==> src/rtl/seq_shifter.sv <==
// Multi-cycle 32-bit shifter (SLL/SRL/SRA). It shifts one bit per clock and uses a
// start/busy/done handshake so the control FSM can stall until the result is valid.
module seq_shifter #(
   parameter int unsigned WIDTH   = 32,
   parameter int unsigned SHAMT_W = 5
) (
   input  logic               clk,
   input  logic               rst_n,
   input  logic               start,
   input  logic [1:0]         op,
   input  logic [WIDTH-1:0]   data_in,
   input  logic [SHAMT_W-1:0] shamt,
   output logic               busy,
   output logic               done,
   output logic [WIDTH-1:0]   result
);

   typedef enum logic [1:0] {StIdle, StShift, StDone} state_e;

   state_e             state_q, state_d;
   logic [SHAMT_W-1:0] count_q, count_d;
   logic [1:0]         op_q, op_d;
   logic [WIDTH-1:0]   result_q, result_d;
   logic               busy_q, busy_d;
   logic               done_q, done_d;
   logic [WIDTH-1:0]   shifted;

   // Single-bit step. The reserved encoding behaves like SRL.
   always_comb begin
      case (op_q)
         2'b00:   shifted = {result_q[WIDTH-2:0], 1'b0};
         2'b10:   shifted = {result_q[WIDTH-1], result_q[WIDTH-1:1]};
         default: shifted = {1'b0, result_q[WIDTH-1:1]};
      endcase
   end

   always_comb begin
      state_d  = state_q;
      count_d  = count_q;
      op_d     = op_q;
      result_d = result_q;
      case (state_q)
         StIdle, StDone: begin
            if (start) begin
               result_d = data_in;
               op_d     = op;
               count_d  = shamt;
               state_d  = (shamt == '0) ? StDone : StShift;
            end else begin
               state_d = StIdle;
            end
         end
         StShift: begin
            result_d = shifted;
            count_d  = count_q - SHAMT_W'(1);
            if (count_q == SHAMT_W'(1)) begin
               state_d = StDone;
            end
         end
         default: state_d = StIdle;
      endcase
      // Flags are decoded from the next state so that they come straight out of flops.
      busy_d = (state_d == StShift);
      done_d = (state_d == StDone);
   end

   always_ff @(posedge clk or negedge rst_n) begin
      if (!rst_n) begin
         state_q  <= StIdle;
         count_q  <= '0;
         op_q     <= '0;
         result_q <= '0;
         busy_q   <= 1'b0;
         done_q   <= 1'b0;
      end else begin
         state_q  <= state_d;
         count_q  <= count_d;
         op_q     <= op_d;
         result_q <= result_d;
         busy_q   <= busy_d;
         done_q   <= done_d;
      end
   end

   assign busy   = busy_q;
   assign done   = done_q;
   assign result = result_q;

endmodule

==> config.mk <==
export PLATFORM = sky130hd
export DESIGN_NAME = seq_shifter
export DESIGN_NICKNAME = d
export VERILOG_FILES = /design/src/rtl/seq_shifter.sv
export SDC_FILE = /design/constraint.sdc
export NUM_CORES = 1
export LEC_CHECK = 0
export CORE_UTILIZATION = 48
export DETAILED_ROUTE_END_ITERATION = 16
export PLACE_DENSITY = 0.82
export SLEW_MARGIN = 20
export SYNTH_ARGS = -nofsm -noshare
export SYNTH_HDL_FRONTEND = slang
export SYNTH_SLANG_ARGS = --single-unit
==> constraint.sdc <==
create_clock -name clk -period 2.8 [get_ports clk]
set_input_delay 0.56 -clock clk [delete_from_list [all_inputs] [get_ports clk]]
set_output_delay 0.56 -clock clk [all_outputs]
set_load 0.005 [all_outputs]
Word-level counts from Yosys, hierarchy flattened --
Cells that the tools add are included. Widths: inputs -> output; s select.
Cells by class: mux-type cells 9, magnitude comparators 0, divide/modulo/power cells 0, bitwise gates (word level) 0, equal/unequal tests 8, shift-type cells 0, reduce and logical (&&, ||, !) cells 8, $add $sub $neg 1, $mul 0
Operators by type and width (count):
- $pmux 32 s2 | 2
- $mux 32 | 1
- $pmux 5 s2 | 1
- $eq 2x2->1 const B | 3
- $mux 2 | 3
- $eq 5x1->1 const B | 1
- $logic_not 5->1 | 1
- $mux 5 | 1
- $sub 5x1->5 const B | 1
- $eq 2x1->1 const B | 2
- $logic_not 2->1 | 2
- $ne 2x2->1 const B | 2
- $pmux 2 s2 | 1
- $reduce_and 2->1 | 2
- $reduce_and 3->1 | 1
- $reduce_bool 2->1 | 1
- $reduce_or 2->1 | 1
Word-level totals: memory bits (read-only) 0, word-level logic and storage cells 33, memory bits (writable) 0, input port bits 42, memories 0, bits in registers 43, latch bits 0, output and inout port bits 34

Logic depth before layout (Yosys ltp) --
depth in word-level cells 5, mapped depth 5, gate-level depth less buffers 5

Worst setup path after synthesis --
Ideal clock, no wire load.
path kind input-to-reg, start point input shamt[1], end point register busy_q, in the netlist busy, stages 3, data arrival time 1.301 ns, required time 2.662 ns, setup time 0.138 ns, path buffers 0, slack 1.361 ns, path through or4_4 o21ai_1 o21ai_0
On the way: word-level cells in the longest chain between the ends 5
RTL lines:
- start, declared | line 12 | input logic [SHAMT_W-1:0] shamt,
- $logic_not 5->1 | line 48 | state_d = (shamt == '0) ? StDone : StShift;
- $mux 2 | line 48
- $mux 2 | line 44 | if (start) begin
- $pmux 2 s2 | line 42 | case (state_q)
- $eq 2x1->1 | line 63 | busy_d = (state_d == StShift);
- net busy_d | line 24 | logic busy_q, busy_d;
- end signal, assigned | line 80 | busy_q <= busy_d;
- end, declared | line 24
The timed path passes the listed nets, and every way through them passes these cells. A chain may end at the register's enable or synchronous reset.

Worst setup path after layout --
start point register result_q[30], in the netlist result[30], end point output result[30]
RTL lines:
- start, declared | line 23 | logic [WIDTH-1:0] result_q, result_d;
- start signal, assigned | line 79 | result_q <= result_d;
- end, declared | line 15 | output logic [WIDTH-1:0] result
No word-level cell between the ends.

==> impl_metrics.tcl <==
set metrics [dict create \
    timing.critical_path.arrival_ps 1250 \
    cts_max_path_buffers 2 \
    synth.lib_cells_used.distinct 29 \
    setup.worst_path.start "result[30]$_DFFE_PN0P_" \
    status "finished, final reports clean" \
    seq_area_frac_synth 0.4482 \
    max_stage_delay_ps 530 \
    post_cts.resized_instances 0 \
    cp_top_family "buffers and inverters" \
    synthToLayoutAreaGrowth_pct 35.90 \
    transition_time_at_the_pin_with_the_least_slew_margin_ps 987.4 \
    global_route.usage.total 0.2168 \
    number_of_post_cts_setup_repair_buffers 0 \
    layout.cells.most_common "mux2i_1" \
    vdd_drop_max_mv 0.6079 \
    setup_viol 0 \
    clock-sinks 43 \
    timing.critical_path.from_type "register" \
    clk_pin_slew_ps 80 \
    fmax_mhz 553.7 \
    globalplace.congestion 0.8165 \
    core-area_um2 4755 \
    vias_in_the_first_global_route 1775 \
    detailedPlacementHpwl_um 3641 \
    cp-endpoint "result[30]" \
    largest_net_degree_at_the_start_of_global_routing 44 \
    fraction_of_the_cycle_the_final_worst_path_needs 0.6450 \
    max_slew_headroom 0.3417 \
    antenna_violations_before_repair 0 \
    design.portCount 76 \
    p_total_mw 3.637 \
    r2r_start "state_q[0]$_DFF_PN0_" \
    routed_via_density 5.310 \
    criticalPathCategory "register to output pin" \
    antenna_left 0 \
    post_synth_instance_area_um2 2401 \
    floorplan.die_area_um2 5289 \
    share_of_cells_above_drive_strength_1 0.05948 \
    power_density_nw_per_um2 1114 \
    ctsHtreeMaxLevel 2 \
    hold_path.class "input port to asynchronous set/reset pin" \
    finalNetCount 312 \
    cp_data_required_time_ps 2240 \
    timing.final.crit_period_ps 1806 \
    final-hold-violation-count 0 \
    crit_path_max_fanout 4 \
    static-leakage-power_nw 1.481 \
    fin_skew_ps 5.049 \
    max_cap_viol_count 0 \
    totalNegativeSetupSlack_ps 0 \
    antenna_cells 0 \
    critical-path-slowest-cell "clkdlybuf4s50_1" \
    netlist_instances 196 \
    port-buffer-count 75 \
    worstSetupEndpointType "output pin" \
    timing.critical_path.buf_inv 1 \
    firstDrtPassIters 4 \
    tritoncts "built" \
    clk_latency_ps 290 \
    drv_slew 0 \
    setup_repair_after_global_routing_missed_its_margin "false" \
    placement_rows 25 \
    num_vias 1784 \
    finish.utilization 0.6863 \
    first_pass_grt_wire_length_um 8700 \
    synth_area_per_cell_um2 12.25 \
    routed_wirelength_um 5325 \
    dieWidth_um 72.73 \
    route.detailed.drc 0 \
    floorplan.initialDensity 0.5050 \
    cts_buffers 5 \
    routed_wire_length_per_instance_um 15.85 \
    mostFrequentLayoutCells "92 x mux2i_1, 74 x clkdlybuf4s50_1, 43 x dfrtp_1" \
    cts-hold-fix-buffers 0 \
    r2r.worst_path.cells 3 \
    initialDrtViolationCount 127 \
    cp.depth 1 \
    critical_path.cell_chain "clkdlybuf4s50_1" \
    timing.reg2reg.setup_slack_ps 1040 \
    flip_flop_and_latch_count_after_synthesis 43 \
    die_height_um 72.73 \
    cts-root-buf "clkbuf_8" \
    worstReg2RegEnd "result[25]$_DFFE_PN0P_" \
    global_route.overflow_total 0 \
    synthesis.yosys.warnings 0 \
    mappedNetlistNets 240 \
]
[cell families (layout without fill, tap and decap cells)]
group,Yosys count,after routing,synth area share
compound gates,13,13,0.04117
fa+ha+maj,2,2,0.01042
buf+inv,16,89,0.04950
flops,43,43,0.4481
mux,92,92,0.3835
simple gates,30,30,0.06723
[area by class of cell]
type / instances / area, um^2
Clock buffer: 8 / 100.1
Fill cell: 390 / 1491
Inverter: 2 / 7.507
Multi-Input combinational cell: 137 / 1220
Sequential cell: 43 / 1076
Tap cell: 67 / 83.83
Timing Repair Buffer: 79 / 775.7
[Yosys cell counts (all sizes together)]
library cell / number / area share
and3: 1 / 0.0026
buf: 12 / 0.043
ha: 2 / 0.010
nor3: 4 / 0.0083
nor2b: 1 / 0.0026
nand2b: 3 / 0.0078
nor2: 7 / 0.012
o21ai: 4 / 0.0083
nand2: 8 / 0.013
dfrtp: 43 / 0.45
and2b: 1 / 0.0031
or4: 1 / 0.0047
o31ai: 2 / 0.0063
and4: 1 / 0.0036
a221o: 3 / 0.013
a211oi: 1 / 0.0031
nand3b: 1 / 0.0031
a311oi: 2 / 0.0073
nor3b: 1 / 0.0031
mux2i: 92 / 0.38
inv: 2 / 0.0031
o32ai: 1 / 0.0036
nor4b: 1 / 0.0036
clkbuf: 2 / 0.0036
[where the power goes]
part	leakage (nW)	switching [mW]	internal (mW)
Sequential	0.519	0.330	0.940
Clock	0.0515	0.212	0.225
Combinational	0.911	0.799	1.13
[worst min path at each step]
stage                           start                      to  slack (ps)  cells after the start
3_3_place_gp   count_q[1]$_DFFE_PN0P_  count_q[1]$_DFFE_PN0P_         540                      1
2_1_floorplan                   rst_n          busy$_DFF_PN0_         260                      0
5_1_grt                         rst_n  result[20]$_DFFE_PN0P_         490                      1
6_report                        rst_n  result[17]$_DFFE_PN0P_         420                      1
4_1_cts                         rst_n  result[14]$_DFFE_PN0P_         450                      1
3_5_place_dp   count_q[1]$_DFFE_PN0P_  count_q[1]$_DFFE_PN0P_         540                      1
[stage by stage]
| stage | worst slack, ps | instance area, um^2 | std cells | hold WS [ps] |
|---|---|---|---|---|
| 2_1_floorplan | 1361 | 2401 | 196 | 264.4 |
| 3_3_place_gp | 784.9 | 3163 | 328 | 540.8 |
| 3_5_place_dp | 711.6 | 3163 | 328 | 542.0 |
| 4_1_cts | 986.3 | 3263 | 336 | 448.0 |
| 5_1_grt | 894.4 | 3263 | 336 | 490.0 |
| 6_report | 994.0 | 3263 | 336 | 421.9 |
[per-layer routing]
layer | wire, um | global-route usage | up-vias
met5 | 0 | 0 | -
li1 | - | - | 861
met4 | 55 | 0.06536 | 0
met3 | 303 | 0.06630 | 5
met2 | 2478 | 0.3375 | 52
met1 | 2488 | 0.2920 | 866
[state kept, by name, summed over array words and instances, names as in the netlist]
signal and cells:
result 32, count_q 5, op_q 2, state_q 2, busy 1, done 1
Note: power is estimated with default switching activity, not from simulation.
